`config.mk`:
```
export PLATFORM = sky130hd
export DESIGN_NAME = fifo_sync_param
export DESIGN_NICKNAME = d
export VERILOG_FILES = /design/src/rtl/fifo_sync_param_pkg.sv /design/src/rtl/fifo_mem_dp.sv /design/src/rtl/fifo_sync_param.sv
export SDC_FILE = /design/constraint.sdc
export NUM_CORES = 1
export LEC_CHECK = 0
export ABC_AREA = 1
export CORE_ASPECT_RATIO = 0.6
export CORE_MARGIN = 2
export CORE_UTILIZATION = 40
export DETAILED_ROUTE_END_ITERATION = 12
export GPL_TIMING_DRIVEN = 0
export PLACE_DENSITY = 0.56
export REMOVE_ABC_BUFFERS = 1
export SYNTH_ARGS = -nofsm -noshare
export SYNTH_HDL_FRONTEND = slang
export SYNTH_SLANG_ARGS = --single-unit
```
`constraint.sdc`:
```
create_clock -name clk -period 4.5 [get_ports clk]
set_clock_uncertainty 0.2 [all_clocks]
set_input_delay 0.9 -clock clk [delete_from_list [all_inputs] [get_ports clk]]
set_output_delay 0.9 -clock clk [all_outputs]
set_load 0.03 [all_outputs]
```
`src/rtl/fifo_sync_param_pkg.sv`:
```
// Constants shared by the FIFO, its RAM and the transaction-layer modules.
package fifo_sync_param_pkg;

    localparam int unsigned DEFAULT_DATA_WIDTH = 12;
    localparam int unsigned DEFAULT_ADDR_WIDTH = 3;

    function automatic int unsigned fifo_depth(input int unsigned addr_width);
        return 32'd1 << addr_width;
    endfunction

endpackage

```
`src/rtl/fifo_mem_dp.sv`:
```
// Single-clock dual-port RAM: one write port and one registered read port.
module fifo_mem_dp
    import fifo_sync_param_pkg::*;
#(
    parameter int unsigned LINE_SIZE    = DEFAULT_DATA_WIDTH,
    parameter int unsigned ADDRESS_SIZE = DEFAULT_ADDR_WIDTH
) (
    input  logic                    i_clk,
    input  logic                    i_rst_n,
    input  logic                    i_wr_en,
    input  logic [ADDRESS_SIZE-1:0] i_wr_addr,
    input  logic [LINE_SIZE-1:0]    i_wr_data,
    input  logic                    i_rd_en,
    input  logic [ADDRESS_SIZE-1:0] i_rd_addr,
    output logic [LINE_SIZE-1:0]    o_rd_data
);

    localparam int unsigned DEPTH = fifo_depth(ADDRESS_SIZE);

    logic [LINE_SIZE-1:0] r_mem [DEPTH];
    logic [LINE_SIZE-1:0] r_rd_data;

    // Storage array has no reset; only the read register is cleared.
    always_ff @(posedge i_clk) begin
        if (i_wr_en) begin
            r_mem[i_wr_addr] <= i_wr_data;
        end
    end

    always_ff @(posedge i_clk or negedge i_rst_n) begin
        if (!i_rst_n) begin
            r_rd_data <= '0;
        end else if (i_rd_en) begin
            r_rd_data <= r_mem[i_rd_addr];
        end
    end

    assign o_rd_data = r_rd_data;

endmodule

```
`src/rtl/fifo_sync_param.sv`:
```
// Single-clock FIFO with occupancy count, almost-full/empty thresholds and
// sticky overflow/underflow error flags.
module fifo_sync_param
    import fifo_sync_param_pkg::*;
#(
    parameter int unsigned DATA_WIDTH = DEFAULT_DATA_WIDTH,
    parameter int unsigned ADDR_WIDTH = DEFAULT_ADDR_WIDTH,
    parameter int unsigned AF_THRESH  = 6,
    parameter int unsigned AE_THRESH  = 2
) (
    input  logic                  clk,
    input  logic                  reset_L,
    input  logic                  wr_e,
    input  logic [DATA_WIDTH-1:0] data_in,
    input  logic                  rd_e,
    input  logic                  err_clr,
    output logic [DATA_WIDTH-1:0] data_out,
    output logic                  valid_out,
    output logic                  full,
    output logic                  empty,
    output logic                  almost_full,
    output logic                  almost_empty,
    output logic [ADDR_WIDTH:0]   fifo_count,
    output logic                  overflow,
    output logic                  underflow
);

    localparam int unsigned DEPTH = fifo_depth(ADDR_WIDTH);
    localparam int unsigned CNT_W = ADDR_WIDTH + 1;
    localparam logic [CNT_W-1:0] DEPTH_C = CNT_W'(DEPTH);
    localparam logic [CNT_W-1:0] AF_C    = CNT_W'(AF_THRESH);
    localparam logic [CNT_W-1:0] AE_C    = CNT_W'(AE_THRESH);

    if (!((AE_THRESH < AF_THRESH) && (AF_THRESH <= DEPTH))) begin : g_bad_thresh
        $error("fifo_sync_param: need 0 <= AE_THRESH < AF_THRESH <= DEPTH");
    end

    logic [ADDR_WIDTH-1:0] r_wr_ptr;
    logic [ADDR_WIDTH-1:0] r_rd_ptr;
    logic [CNT_W-1:0]      r_count;
    logic                  r_valid;
    logic                  r_overflow;
    logic                  r_underflow;

    logic             w_wr_acc;
    logic             w_rd_acc;
    logic [CNT_W-1:0] w_count_d;
    logic             w_overflow_d;
    logic             w_underflow_d;

    // Flags depend on the registered count only, never on the requests.
    assign full         = (r_count == DEPTH_C);
    assign empty        = (r_count == '0);
    assign almost_full  = (r_count >= AF_C);
    assign almost_empty = (r_count <= AE_C);
    assign fifo_count   = r_count;
    assign valid_out    = r_valid;
    assign overflow     = r_overflow;
    assign underflow    = r_underflow;

    assign w_wr_acc = wr_e && !full;
    assign w_rd_acc = rd_e && !empty;

    always_comb begin
        w_count_d = r_count;
        case ({w_wr_acc, w_rd_acc})
            2'b10:   w_count_d = r_count + 1'b1;
            2'b01:   w_count_d = r_count - 1'b1;
            default: w_count_d = r_count;
        endcase
    end

    // A new error on the same edge as err_clr keeps the flag set.
    always_comb begin
        w_overflow_d  = r_overflow;
        w_underflow_d = r_underflow;
        if (err_clr) begin
            w_overflow_d  = 1'b0;
            w_underflow_d = 1'b0;
        end
        if (wr_e && full) begin
            w_overflow_d = 1'b1;
        end
        if (rd_e && empty) begin
            w_underflow_d = 1'b1;
        end
    end

    always_ff @(posedge clk or negedge reset_L) begin
        if (!reset_L) begin
            r_wr_ptr    <= '0;
            r_rd_ptr    <= '0;
            r_count     <= '0;
            r_valid     <= 1'b0;
            r_overflow  <= 1'b0;
            r_underflow <= 1'b0;
        end else begin
            if (w_wr_acc) begin
                r_wr_ptr <= r_wr_ptr + 1'b1;
            end
            if (w_rd_acc) begin
                r_rd_ptr <= r_rd_ptr + 1'b1;
            end
            r_count     <= w_count_d;
            r_valid     <= w_rd_acc;
            r_overflow  <= w_overflow_d;
            r_underflow <= w_underflow_d;
        end
    end

    fifo_mem_dp #(
        .LINE_SIZE    (DATA_WIDTH),
        .ADDRESS_SIZE (ADDR_WIDTH)
    ) u_mem (
        .i_clk     (clk),
        .i_rst_n   (reset_L),
        .i_wr_en   (w_wr_acc),
        .i_wr_addr (r_wr_ptr),
        .i_wr_data (data_in),
        .i_rd_en   (w_rd_acc),
        .i_rd_addr (r_rd_ptr),
        .o_rd_data (data_out)
    );

endmodule

```
==> metrics.cfg <==
[drt]
first_iter_violations=235
vias=3172
dr.pass1.iters=5
routed_wl_um=11200
wl_per_cell_um=17.1
drcViolationCount=0
avgViaCountPerCell=4.87
postRouteAntennaNets=0

[setup_path]
cp.required_ns=4.58
worstRegToRegCells=12
critPathCaptureType=register
cp_max_fo=18
critPathKind=input port to register
arrival_ns=3.14
startpoint_type=input port

[synth]
yosys-top-cells-area=edfxtp_1 (59%), dfrtp_1 (13%), nor2_1 (8.4%)
synth_top_cell_area_share_pct=58.9
syn_area_per_cell_um2=11.4
ys_seq_area_share_pct=71.6
synth_seq_cells=121
synth_warnings=0
synth_area_leader_cell=edfxtp_1
syn_area_um2=4900
synthCells=428
ys_types=19

[sta]
grt_setup_unrepaired=no
max-slew-margin-rel_pct=15.0
tightest_slew_ns=1.27
fin_crit_ns=3.06
setup_violations=0
fmax_mhz=327
maxSlewViolCount=0
fin_crit_sh_pct=67.9
hold_viol_final=0
fin_setup_tns_ns=0

[finish]
final_area_um2=6040
fillerInstances=1042
multi_input_area_um2=1220
layout.nets=495
regArea_um2=3510
diodes=0
flow.area_growth_from_synthesis_pct=23.4
layout-drive-gt1-share_pct=8.85

[floorplan]
die_h_um=89.7
die_x_um=147
rows=31
io_pins=40
core_area_um2=12000
fp.dieArea_um2=13200
start_util_pct=40.9

[clocking]
insertion_delay_ns=0.41
cts_resized=0
cts_setup_buffers=0
ctsRootBufferMaster=clkbuf_16
cts_made_buffers=17
cts.sinks=121
clockBufferDepth=2
cts_tree=done
htreeDepth=4
cts.hold.buffers_added=0
clk_pin_slew_ns=0.05

[global_routing]
grt_pass1_wl_um=17600
grt_max_degree=50
grt_usage_pct=18.2
grt-ovfl-total=0
grt_pass1_vias=3111
antenna_found_initial=0

[place]
gp_congestion=0.754
place_area_um2=5430
hpwl_um=6320
io_buffers=39

[min_path]
hold_class=register to register
whs_path_depth=2

[power]
powerDensity_nw_per_um2=731
p_leak_nw=2.29
ir_drop_mv=0.320

[job]
drv_cap=0

[outcome]
status=finished, final reports clean

layout make-up:
class	instances	area share, %
Sequential cell	121	58.1
Clock buffer	26	8.80
Multi-Input combinational cell	271	20.2
Clock inverter	6	0.973
Timing Repair Buffer	45	7.45
Inverter	17	1.06
Tap cell	165	3.42
cells by family (layout without fill, tap and decap cells):
logic type / count (synthesis) / in the layout / share of synthesized area [%]
DFF: 121 / 121 / 71.6
buffers and inverters: 36 / 94 / 3.55
adders and majority gates: 5 / 5 / 1.28
and+or+nand+nor: 205 / 205 / 16.8
AOI/OAI and AO/OA: 55 / 55 / 5.62
xor gates and xnor gates: 6 / 6 / 1.07
per-layer routing:
metal | share of wire [%] | track usage [%]
met3 | 5.8 | 4.57
met5 | 0 | 0
met2 | 45 | 26.4
met1 | 49 | 26.4
met4 | 0.65 | 6.63
cells in the mapped netlist, drive strengths merged:
cell,n
buf,14
xnor2,2
edfxtp,96
xor2,4
nor2,110
or2,1
o21ai,54
nand2,54
nand3,40
inv,17
dfrtp,25
ha,5
clkbuf,5
a21oi,1
worst paths after layout:
path	start	end	slack, ns
setup reg to reg	fifo_count[3]$_DFFE_PN0P_	fifo_count[2]$_DFFE_PN0P_	1.75
hold / removal	u_mem.o_rd_data[0]$_DFFE_PN0P_	u_mem.o_rd_data[0]$_DFFE_PN0P_	0.27
max in group asynchronous	reset_L	r_rd_ptr[0]$_DFFE_PN0P_	3.31
min in group asynchronous	reset_L	u_mem.o_rd_data[2]$_DFFE_PN0P_	0.32
hold reg to reg	u_mem.o_rd_data[0]$_DFFE_PN0P_	u_mem.o_rd_data[0]$_DFFE_PN0P_	0.27
setup / recovery	rd_e	fifo_count[2]$_DFFE_PN0P_	1.44
cells in the final DEF (no fill, tap or decap), types with 4 or more instances in the layout:
| cell type | synthesis | final |
|---|---|---|
| clkinv_2 | 0 | 4 |
| dfrtp_1 | 25 | 24 |
| nand3_1 | 40 | 40 |
| o21ai_0 | 36 | 36 |
| ha_1 | 5 | 5 |
| clkbuf_1 | 5 | 4 |
| clkbuf_16 | 0 | 19 |
| o21ai_1 | 18 | 18 |
| inv_1 | 14 | 14 |
| xor2_1 | 4 | 4 |
| edfxtp_1 | 96 | 96 |
| nor2_1 | 110 | 107 |
| nand2_1 | 53 | 53 |
| clkdlybuf4s50_1 | 0 | 38 |
stage by stage:
| step | hold WS [ns] | util [%] | instances | setup WS, ns | power, mW |
|---|---|---|---|---|---|
| floorplan | 0.292 | - | 409 | 2.02 | 2.53 |
| global placement | 0.263 | 44.9 | 613 | 0.884 | 3.06 |
| detailed placement | 0.266 | 45.3 | 617 | 0.859 | 3.12 |
| CTS | 0.281 | 50.2 | 649 | 1.29 | 4.46 |
| global route | 0.306 | 50.4 | 651 | 1.23 | 4.70 |
| finish | 0.274 | 50.4 | 651 | 1.44 | 4.42 |
where the power goes:
part           internal (mW)  total [mW]  leakage (nW)  switching, mW
Clock                  0.866        1.33         0.294          0.462
Combinational          0.514        1.44         0.818          0.929
Sequential              1.46        1.65          1.17          0.190
critical path, stage by stage:
cell and delay (ns):
clkdlybuf4s50_1 0.50, nand2_2 0.27, inv_2 0.44, ha_1 0.29, nand2_1 0.07, inv_1 0.07, nor2_1 0.05, ha_1 0.17
a21oi_1 0.15, xor2_1 0.15, o21ai_0 0.08
flip-flops by register name, summed over array words and instances, names as in the netlist:
name,flops
r_rd_ptr,3
u_mem.o_rd_data,12
overflow,1
r_wr_ptr,3
u_mem.r_mem,96
fifo_count,4
valid_out,1
underflow,1
Note: power is estimated with default switching activity, not from simulation.
